<file path="config.mk">
export PLATFORM = sky130hd
export DESIGN_NAME = mult_unit
export DESIGN_NICKNAME = d
export VERILOG_FILES = /design/src/rtl/mult_unit_pkg.sv /design/src/rtl/mult_datapath.sv /design/src/rtl/mult_unit.sv
export SDC_FILE = /design/constraint.sdc
export NUM_CORES = 1
export LEC_CHECK = 0
export CAP_MARGIN = 10
export CELL_PAD_IN_SITES_DETAIL_PLACEMENT = 1
export CELL_PAD_IN_SITES_GLOBAL_PLACEMENT = 2
export CORE_MARGIN = 5
export CORE_UTILIZATION = 36
export CTS_CLUSTER_DIAMETER = 60
export DETAILED_ROUTE_END_ITERATION = 16
export GPL_TIMING_DRIVEN = 0
export PLACE_DENSITY = 0.93
export RECOVER_POWER = 25
export SYNTH_ARGS = -nofsm -noshare
export SYNTH_HDL_FRONTEND = slang
export SYNTH_SLANG_ARGS = --single-unit
export TNS_END_PERCENT = 30
</file>
<file path="constraint.sdc">
create_clock -name clk -period 13.35 [get_ports clk]
set_input_delay 3.3375 -clock clk [delete_from_list [all_inputs] [get_ports clk]]
set_output_delay 3.3375 -clock clk [all_outputs]
set_load 0.02 [all_outputs]
</file>
<file path="src/rtl/mult_unit_pkg.sv">
// Shared definitions for the execute-stage multiplier: ALU operation codes and FSM states.
// The optional early-termination feature is selected with MULT_EARLY_TERM_EN (see mult_unit).
package mult_unit_pkg;

  typedef enum logic [3:0] {
    ALU_AND = 4'd0,
    ALU_OR  = 4'd1,
    ALU_ADD = 4'd2,
    ALU_SLL = 4'd3,
    ALU_SRL = 4'd4,
    ALU_SUB = 4'd6,
    ALU_SLT = 4'd7,
    MULT_OP = 4'd8
  } alu_op_t;

  typedef enum logic [1:0] {
    IDLE = 2'd0,
    BUSY = 2'd1,
    DONE = 2'd2
  } mult_state_t;

endpackage

</file>
<file path="src/rtl/mult_datapath.sv">
// Shift-add datapath: accumulator, shifted multiplicand and shifted multiplier registers.
// MULT_EARLY_TERM_EN adds a flag reporting that the multiplier has no set bits left.
module mult_datapath #(
  parameter int DATA_W = 32
) (
  input  logic              clk,
  input  logic              arst,
  input  logic              load,
  input  logic              step,
  input  logic [DATA_W-1:0] op_a,
  input  logic [DATA_W-1:0] op_b,
  output logic [DATA_W-1:0] acc_upd
`ifdef MULT_EARLY_TERM_EN
  ,
  output logic              b_next_zero
`endif
);

  logic [DATA_W-1:0] acc_q, acc_d;
  logic [DATA_W-1:0] a_sh_q, a_sh_d;
  logic [DATA_W-1:0] b_sh_q, b_sh_d;

  // Sum wraps modulo 2**DATA_W; only the low word of the product is kept.
  assign acc_upd = b_sh_q[0] ? (acc_q + a_sh_q) : acc_q;

`ifdef MULT_EARLY_TERM_EN
  assign b_next_zero = ((b_sh_q >> 1) == '0);
`endif

  always_comb begin
    acc_d  = acc_q;
    a_sh_d = a_sh_q;
    b_sh_d = b_sh_q;
    if (load) begin
      acc_d  = '0;
      a_sh_d = op_a;
      b_sh_d = op_b;
    end else if (step) begin
      acc_d  = acc_upd;
      a_sh_d = a_sh_q << 1;
      b_sh_d = b_sh_q >> 1;
    end
  end

  always_ff @(posedge clk or posedge arst) begin
    if (arst) begin
      acc_q  <= '0;
      a_sh_q <= '0;
      b_sh_q <= '0;
    end else begin
      acc_q  <= acc_d;
      a_sh_q <= a_sh_d;
      b_sh_q <= b_sh_d;
    end
  end

endmodule

</file>
<file path="src/rtl/mult_unit.sv">
// Iterative multiplier beside the ALU: low DATA_W bits of op_a*op_b, stalling the pipeline meanwhile.
// Define MULT_EARLY_TERM_EN to leave BUSY as soon as the remaining multiplier bits are all zero.
module mult_unit
  import mult_unit_pkg::*;
#(
  parameter int DATA_W = 32,
  parameter int CNT_W  = 6
) (
  input  logic              clk,
  input  logic              arst,
  input  logic              start,
  input  logic [3:0]        alu_control,
  input  logic [DATA_W-1:0] op_a,
  input  logic [DATA_W-1:0] op_b,
  input  logic              flush,
  output logic              stall,
  output logic              done,
  output logic [DATA_W-1:0] result,
  output logic [1:0]        dbg_state
);

  // Handshake: an operation is accepted in the cycle stall rises from IDLE; the
  // result is valid exactly in the single cycle done=1 (stall is low then), and
  // stays on result until the next accept. flush cancels without raising done.

  mult_state_t       state_q, state_d;
  logic [CNT_W-1:0]  cnt_q, cnt_d;
  logic [DATA_W-1:0] result_q, result_d;
  logic [DATA_W-1:0] acc_upd;
  logic              accept;
  logic              step;
  logic              last_iter;

  assign accept = (state_q == IDLE) && start && (alu_control == MULT_OP) && !flush;

`ifdef MULT_EARLY_TERM_EN
  logic b_next_zero;
  assign last_iter = (cnt_q == CNT_W'(DATA_W - 1)) || b_next_zero;
`else
  assign last_iter = (cnt_q == CNT_W'(DATA_W - 1));
`endif

  mult_datapath #(
    .DATA_W (DATA_W)
  ) u_datapath (
    .clk         (clk),
    .arst        (arst),
    .load        (accept),
    .step        (step),
    .op_a        (op_a),
    .op_b        (op_b),
    .acc_upd     (acc_upd)
`ifdef MULT_EARLY_TERM_EN
    ,
    .b_next_zero (b_next_zero)
`endif
  );

  always_comb begin
    state_d  = state_q;
    cnt_d    = cnt_q;
    result_d = result_q;
    step     = 1'b0;
    stall    = 1'b0;
    done     = 1'b0;
    // flush overrides everything: no iteration, no done, result untouched
    if (flush) begin
      state_d = IDLE;
    end else begin
      case (state_q)
        IDLE: begin
          if (accept) begin
            stall   = 1'b1;
            cnt_d   = '0;
            state_d = BUSY;
          end
        end
        BUSY: begin
          stall = 1'b1;
          step  = 1'b1;
          cnt_d = cnt_q + CNT_W'(1);
          if (last_iter) begin
            result_d = acc_upd;
            state_d  = DONE;
          end
        end
        DONE: begin
          done    = 1'b1;
          state_d = IDLE;
        end
        default: state_d = IDLE;
      endcase
    end
  end

  always_ff @(posedge clk or posedge arst) begin
    if (arst) begin
      state_q  <= IDLE;
      cnt_q    <= '0;
      result_q <= '0;
    end else begin
      state_q  <= state_d;
      cnt_q    <= cnt_d;
      result_q <= result_d;
    end
  end

  assign result    = result_q;
  assign dbg_state = state_q;

endmodule
</file>
-- After elaboration in Yosys (flattened, before gate mapping)
Cells that the tools add are included.
- logic and storage cells: 46
- bits of input ports: 72
- output and inout bits: 36
- memory bits (writable): 0
- ROM bits: 0
- bits in latches: 0
- memories kept: 0
- flip-flop bits (word level): 136
- eq/ne operators: 7
- bitwise logic cells: 1
- div/mod/pow operators: 0
- shift operators: 0
- multiplexer cells: 20
- add/sub/neg operators: 2
- $mul: 0
- reductions and logical operators: 10
- $lt $le $gt $ge: 0
- operator list (cell ; count):
    $mux W32 ; 7
    $add A32 B32 Y32 ; 1
    $pmux W6 S2 ; 1
    $add A6 B1 Y6 const B ; 1
    $eq A6 B5 Y1 const B ; 1
    $mux W1 ; 6
    $mux W2 ; 3
    $mux W6 ; 1
    $ne A3 B3 Y1 const B ; 2
    $reduce_and A3 Y1 ; 2
    $eq A4 B4 Y1 const B ; 1
    $pmux W2 S2 ; 1
    $reduce_bool A2 Y1 ; 2
    $logic_and A1 B1 Y1 ; 3
    $eq A2 B1 Y1 const B ; 1
    $eq A2 B2 Y1 const B ; 1
    $logic_not A2 Y1 ; 1
    $ne A2 B2 Y1 const B ; 1
    $pmux W1 S2 ; 1
    $reduce_and A2 Y1 ; 1
    $logic_not A1 Y1 ; 1
    $not A1 Y1 ; 1

-- Logic depth before layout (Yosys ltp)
- word-level depth: 7
- depth in mapped cells: 10

-- Hierarchy
From an unflattened synthesis, not the netlist that was laid out.
- cells, all modules: 807
- area, all modules: 7910.1 um^2
- by module, submodules not included (module ; area each (um^2) ; cells each ; seq. area each (um^2) ; instances):
    mult_datapath ; 6256.0 ; 695 ; 2402.3 ; 1
    mult_unit ; 1654.1 ; 112 ; 1001.0 ; 1

-- Worst setup path before layout
No wires, ideal clock.
- path kind: input to output
- start: input port alu_control[1]
- end: output port stall
- cell stages on the path: 6
- required time: 10.012 ns
- arrival time: 4.463 ns
- path slack: 5.549 ns
- cells stage by stage: nor4b_1 and4b_1 clkbuf_1 nor2_1 clkbuf_1 inv_2
- longest elaborated chain between the ends: 6
- ends and longest elaborated chain (item ; line ; source):
    start: declaration ; mult_unit.sv:12 ; input logic [3:0] alu_control,
    $eq A4 B4 Y1 ; mult_unit.sv:34 ; assign accept = (state_q == IDLE) && start && (alu_control == MULT_OP) && !flush;
    $logic_and A1 B1 Y1 (2 in series) ; mult_unit.sv:34 ;
    $mux W1 ; mult_unit.sv:72 ; if (accept) begin
    $pmux W1 S2 ; mult_unit.sv:70 ; case (state_q)
    $mux W1 ; mult_unit.sv:67 ; if (flush) begin
    end: declaration ; mult_unit.sv:16 ; output logic stall,
Every way passes these cells.

-- Final worst setup path
- start: input port alu_control[0]
- end: output port stall
The elaborated chain is that of the path after synthesis.

==> results.cfg <==
[run_status]
status = complete, but fails checks
failing_checks = max-capacitance violations, max-slew violations

[clock_network]
tritoncts_num_sinks = 136
buffer_count_from_post_cts_setup_fixing = 0
cts.root.buffer_cell = sky130_fd_sc_hd__clkbuf_16
clk_path_buf_depth = 2
clock_latency_ns = 0.43
tritoncts = done
tritoncts.num_buffers = 17
cts.hold.buffers_added = 0
worst_setup_hold_path_clk_slew_ns = 0.06
h-tree-depth = 4
ctsResizeCount = 0

[worst_hold_path]
min-delay-path-class = reg2reg

[logic_synthesis]
synth_nets = 917
ys_async_sr_fraction_pct = 100
synth.yosys.seq_area_share_pct = 45.9
average_instance_area_after_synthesis_um2 = 9.13
number_of_synthesized_register_bits = 136
synth_area_um2 = 7420
synth_enable_flop_cells = 0
synth.lib_cells_used.distinct = 58
synthFlopType = sky130_fd_sc_hd__dfrtp_1
synth-warning-count = 0
post_synth_inst_count = 812

[timing]
final-setup-viol-count = 0
rsz0062_at_grt = false
actual_slew_at_the_worst_max_slew_pin_ns = 3.95
finalCriticalPeriod_ns = 9.22
relative_slew_slack_pct = -163
timing.setup.tns_ns = 0
report.final.hold_viol_count = 0
final_critical_path_share_of_the_clock_period_pct = 69.1
maxSlewViolCount = 139
clock_skew_ns = 0.00903
achievable-frequency_mhz = 108

[placement]
place.port_buffers = 107
hpwlAfterDp_mm = 17.5
finalWeightedCongestion = 0.879
place_inst = 1190

[worst_setup_path]
critical_path_buf_inv_count = 5
critical_path.max_stage_delay_ns = 0.66
cp_max_fo = 10
worstSetupPathType = in2out
timing.critical_path.cells = clkdlybuf4s50_1, nor4b_1, and4b_1, clkbuf_1, nor2_1, clkbuf_1, inv_2, clkdlybuf4s50_1
critical_path_arrival_ns = 5.88
timing.critical_path.to_type = primary output
required_ns = 10.01
crit_family = buffers and inverters
slowest_cp_cell = sky130_fd_sc_hd__clkdlybuf4s50_1
worstSetupStartpointType = input port

[global_routing]
grt_pass1_vias = 7019
grt.overflow.total = 0
grt_pass1_wl_mm = 38.0
largest_net_degree_at_the_start_of_global_routing = 74
grt_antenna_before_repair = 0
grt_usage_pct = 20.0

[floorplanning]
placeableCoreArea_um2 = 20200
start_util_pct = 36.7
die_w_um = 154
fp-row-count = 52
pin_count = 108
floorplan.die_area_um2 = 23600
die_h_um = 154

[route]
final_antenna_net_count = 0
detail_route.first_pass.iterations = 5
detail_route.wl_per_cell_um = 19.1
detail_route.drc_violations = 0
drt-vias-per-instance = 5.38
drtIter0Drc = 356
dr_total_vias = 6567
routed_wl_mm = 23.3

[finish]
finish.utilization_pct = 46.4
antenna-diode-count = 0
area.growth.synth_to_final_pct = 26.6
n_fill_cell = 2312
layout_common_cells = 184 x sky130_fd_sc_hd__nand2_1, 136 x sky130_fd_sc_hd__dfrtp_1, 106 x sky130_fd_sc_hd__clkdlybuf4s50_1
drive_above_1_share_pct = 5.05
layout.cells.most_common = sky130_fd_sc_hd__nand2_1
fin_cells = 1221
nNetsFinal = 1044

[power_and_ir_drop]
report.power.total_mw = 1.44
ir_drop_v = 0.0000994
power-per-cell-area_nw_per_um2 = 153
leakage_nw = 4.51

[run]
timing.max_cap.violations = 2
==> final timing paths <==
path                                       start                    end  slack, ns  cells past startpoint
max                               alu_control[0]                  stall       4.13                      8
max reg2reg                 u_datapath.a_sh_q[0]             result[24]      10.00                     10
min in group asynchronous                   arst  u_datapath.b_sh_q[25]       4.17                      2
max in group asynchronous                   arst             result[19]       4.52                      3
min                        u_datapath.b_sh_q[22]  u_datapath.b_sh_q[22]       0.48                      2
min reg2reg                u_datapath.b_sh_q[22]  u_datapath.b_sh_q[22]       0.48                      2
==> layer usage <==
| metal | share of wire (%) | wire [µm] | global-route usage [%] | vias up |
|---|---|---|---|---|
| met1 | 46 | 10700 | 26.9 | 3239 |
| li1 | - | - | - | 3164 |
| met2 | 47 | 10900 | 32.7 | 138 |
| met3 | 5.6 | 1310 | 4.33 | 26 |
| met5 | 0 | 0 | 0 | - |
| met4 | 1.5 | 359 | 5.68 | 0 |
==> Yosys cell counts, types with 2 or more instances <==
library cell	n	area (µm²)
sky130_fd_sc_hd__o21bai_1	2	15.0
sky130_fd_sc_hd__a21o_1	24	180
sky130_fd_sc_hd__and3_1	11	68.8
sky130_fd_sc_hd__inv_1	13	48.8
sky130_fd_sc_hd__and2_1	2	12.5
sky130_fd_sc_hd__or4b_1	2	20.0
sky130_fd_sc_hd__nor2_1	47	176
sky130_fd_sc_hd__o2111a_1	2	22.5
sky130_fd_sc_hd__a22o_1	17	149
sky130_fd_sc_hd__xor2_1	11	96.3
sky130_fd_sc_hd__nor3_1	9	45.0
sky130_fd_sc_hd__o211a_1	2	20.0
sky130_fd_sc_hd__a21oi_1	39	195
sky130_fd_sc_hd__nand4_1	7	43.8
sky130_fd_sc_hd__nor3b_1	2	15.0
sky130_fd_sc_hd__nor2b_1	3	18.8
sky130_fd_sc_hd__a21boi_1	2	15.0
sky130_fd_sc_hd__dfrtp_1	136	3400
sky130_fd_sc_hd__o21a_1	5	37.5
sky130_fd_sc_hd__o21ai_0	21	105
sky130_fd_sc_hd__inv_2	2	7.51
sky130_fd_sc_hd__nand3_1	12	60.1
sky130_fd_sc_hd__o21ai_1	35	175
sky130_fd_sc_hd__a22oi_1	43	323
sky130_fd_sc_hd__or3_1	6	37.5
sky130_fd_sc_hd__clkbuf_1	38	143
sky130_fd_sc_hd__buf_1	3	11.3
sky130_fd_sc_hd__o31ai_1	5	37.5
sky130_fd_sc_hd__a31oi_2	2	25.0
sky130_fd_sc_hd__a31oi_1	26	163
sky130_fd_sc_hd__mux2i_1	19	190
sky130_fd_sc_hd__ha_1	32	400
sky130_fd_sc_hd__xnor2_1	14	123
sky130_fd_sc_hd__buf_6	6	67.6
sky130_fd_sc_hd__nor4b_1	2	17.5
sky130_fd_sc_hd__nand2_1	184	691
sky130_fd_sc_hd__a21boi_0	2	15.0
sky130_fd_sc_hd__a32o_1	3	30.0
sky130_fd_sc_hd__a2bb2oi_1	2	17.5
==> worst min-delay path, stage by stage, from the launching register on <==
cell,delay [ns]
sky130_fd_sc_hd__dfrtp_1,0.34
sky130_fd_sc_hd__nand2_1,0.05
sky130_fd_sc_hd__nand2_1,0.06
==> area by class of cell <==
cell class / instances / area (µm²) / area share, %
multi-input cells: 613 / 3730 / 39.7
flip-flops and latches: 136 / 3400 / 36.3
repair buffers: 108 / 1070 / 11.5
clock buffers: 20 / 457 / 4.87
well taps: 270 / 338 / 3.60
plain buffers: 48 / 229 / 2.44
clock inverters: 11 / 98.8 / 1.05
inverters: 15 / 57.6 / 0.613
==> per-stage QoR <==
stage	hold WS (ns)	worst slack (ns)	instance area (µm²)
after floorplan	0.446	5.55	7420
after global placement	0.459	4.15	8830
after detailed placement	0.468	4.11	8860
after CTS	0.484	4.10	9410
after global routing	0.495	3.26	9390
final	0.478	4.13	9390
==> report_power, final <==
part           leakage (nW)  switching [mW]  internal, mW
logic                  2.43           0.250         0.179
clock network         0.268           0.188         0.265
registers              1.81          0.0705         0.484
total                  4.51           0.509         0.928
==> logic make-up after synthesis <==
kind of cell / synth area share (%)
mux: 2.56
buf+inv: 3.85
xor+xnor: 2.95
flops: 45.9
compound gates: 22.3
fa+ha+maj: 5.67
simple gates: 16.8
==> flip-flops by register name, indices dropped and copies added, names as in the netlist <==
signal / count
result: 32
u_datapath.a_sh_q: 32
u_datapath.acc_q: 32
u_datapath.b_sh_q: 32
cnt_q: 6
dbg_state: 2
Power figures use the tool's default switching activity.
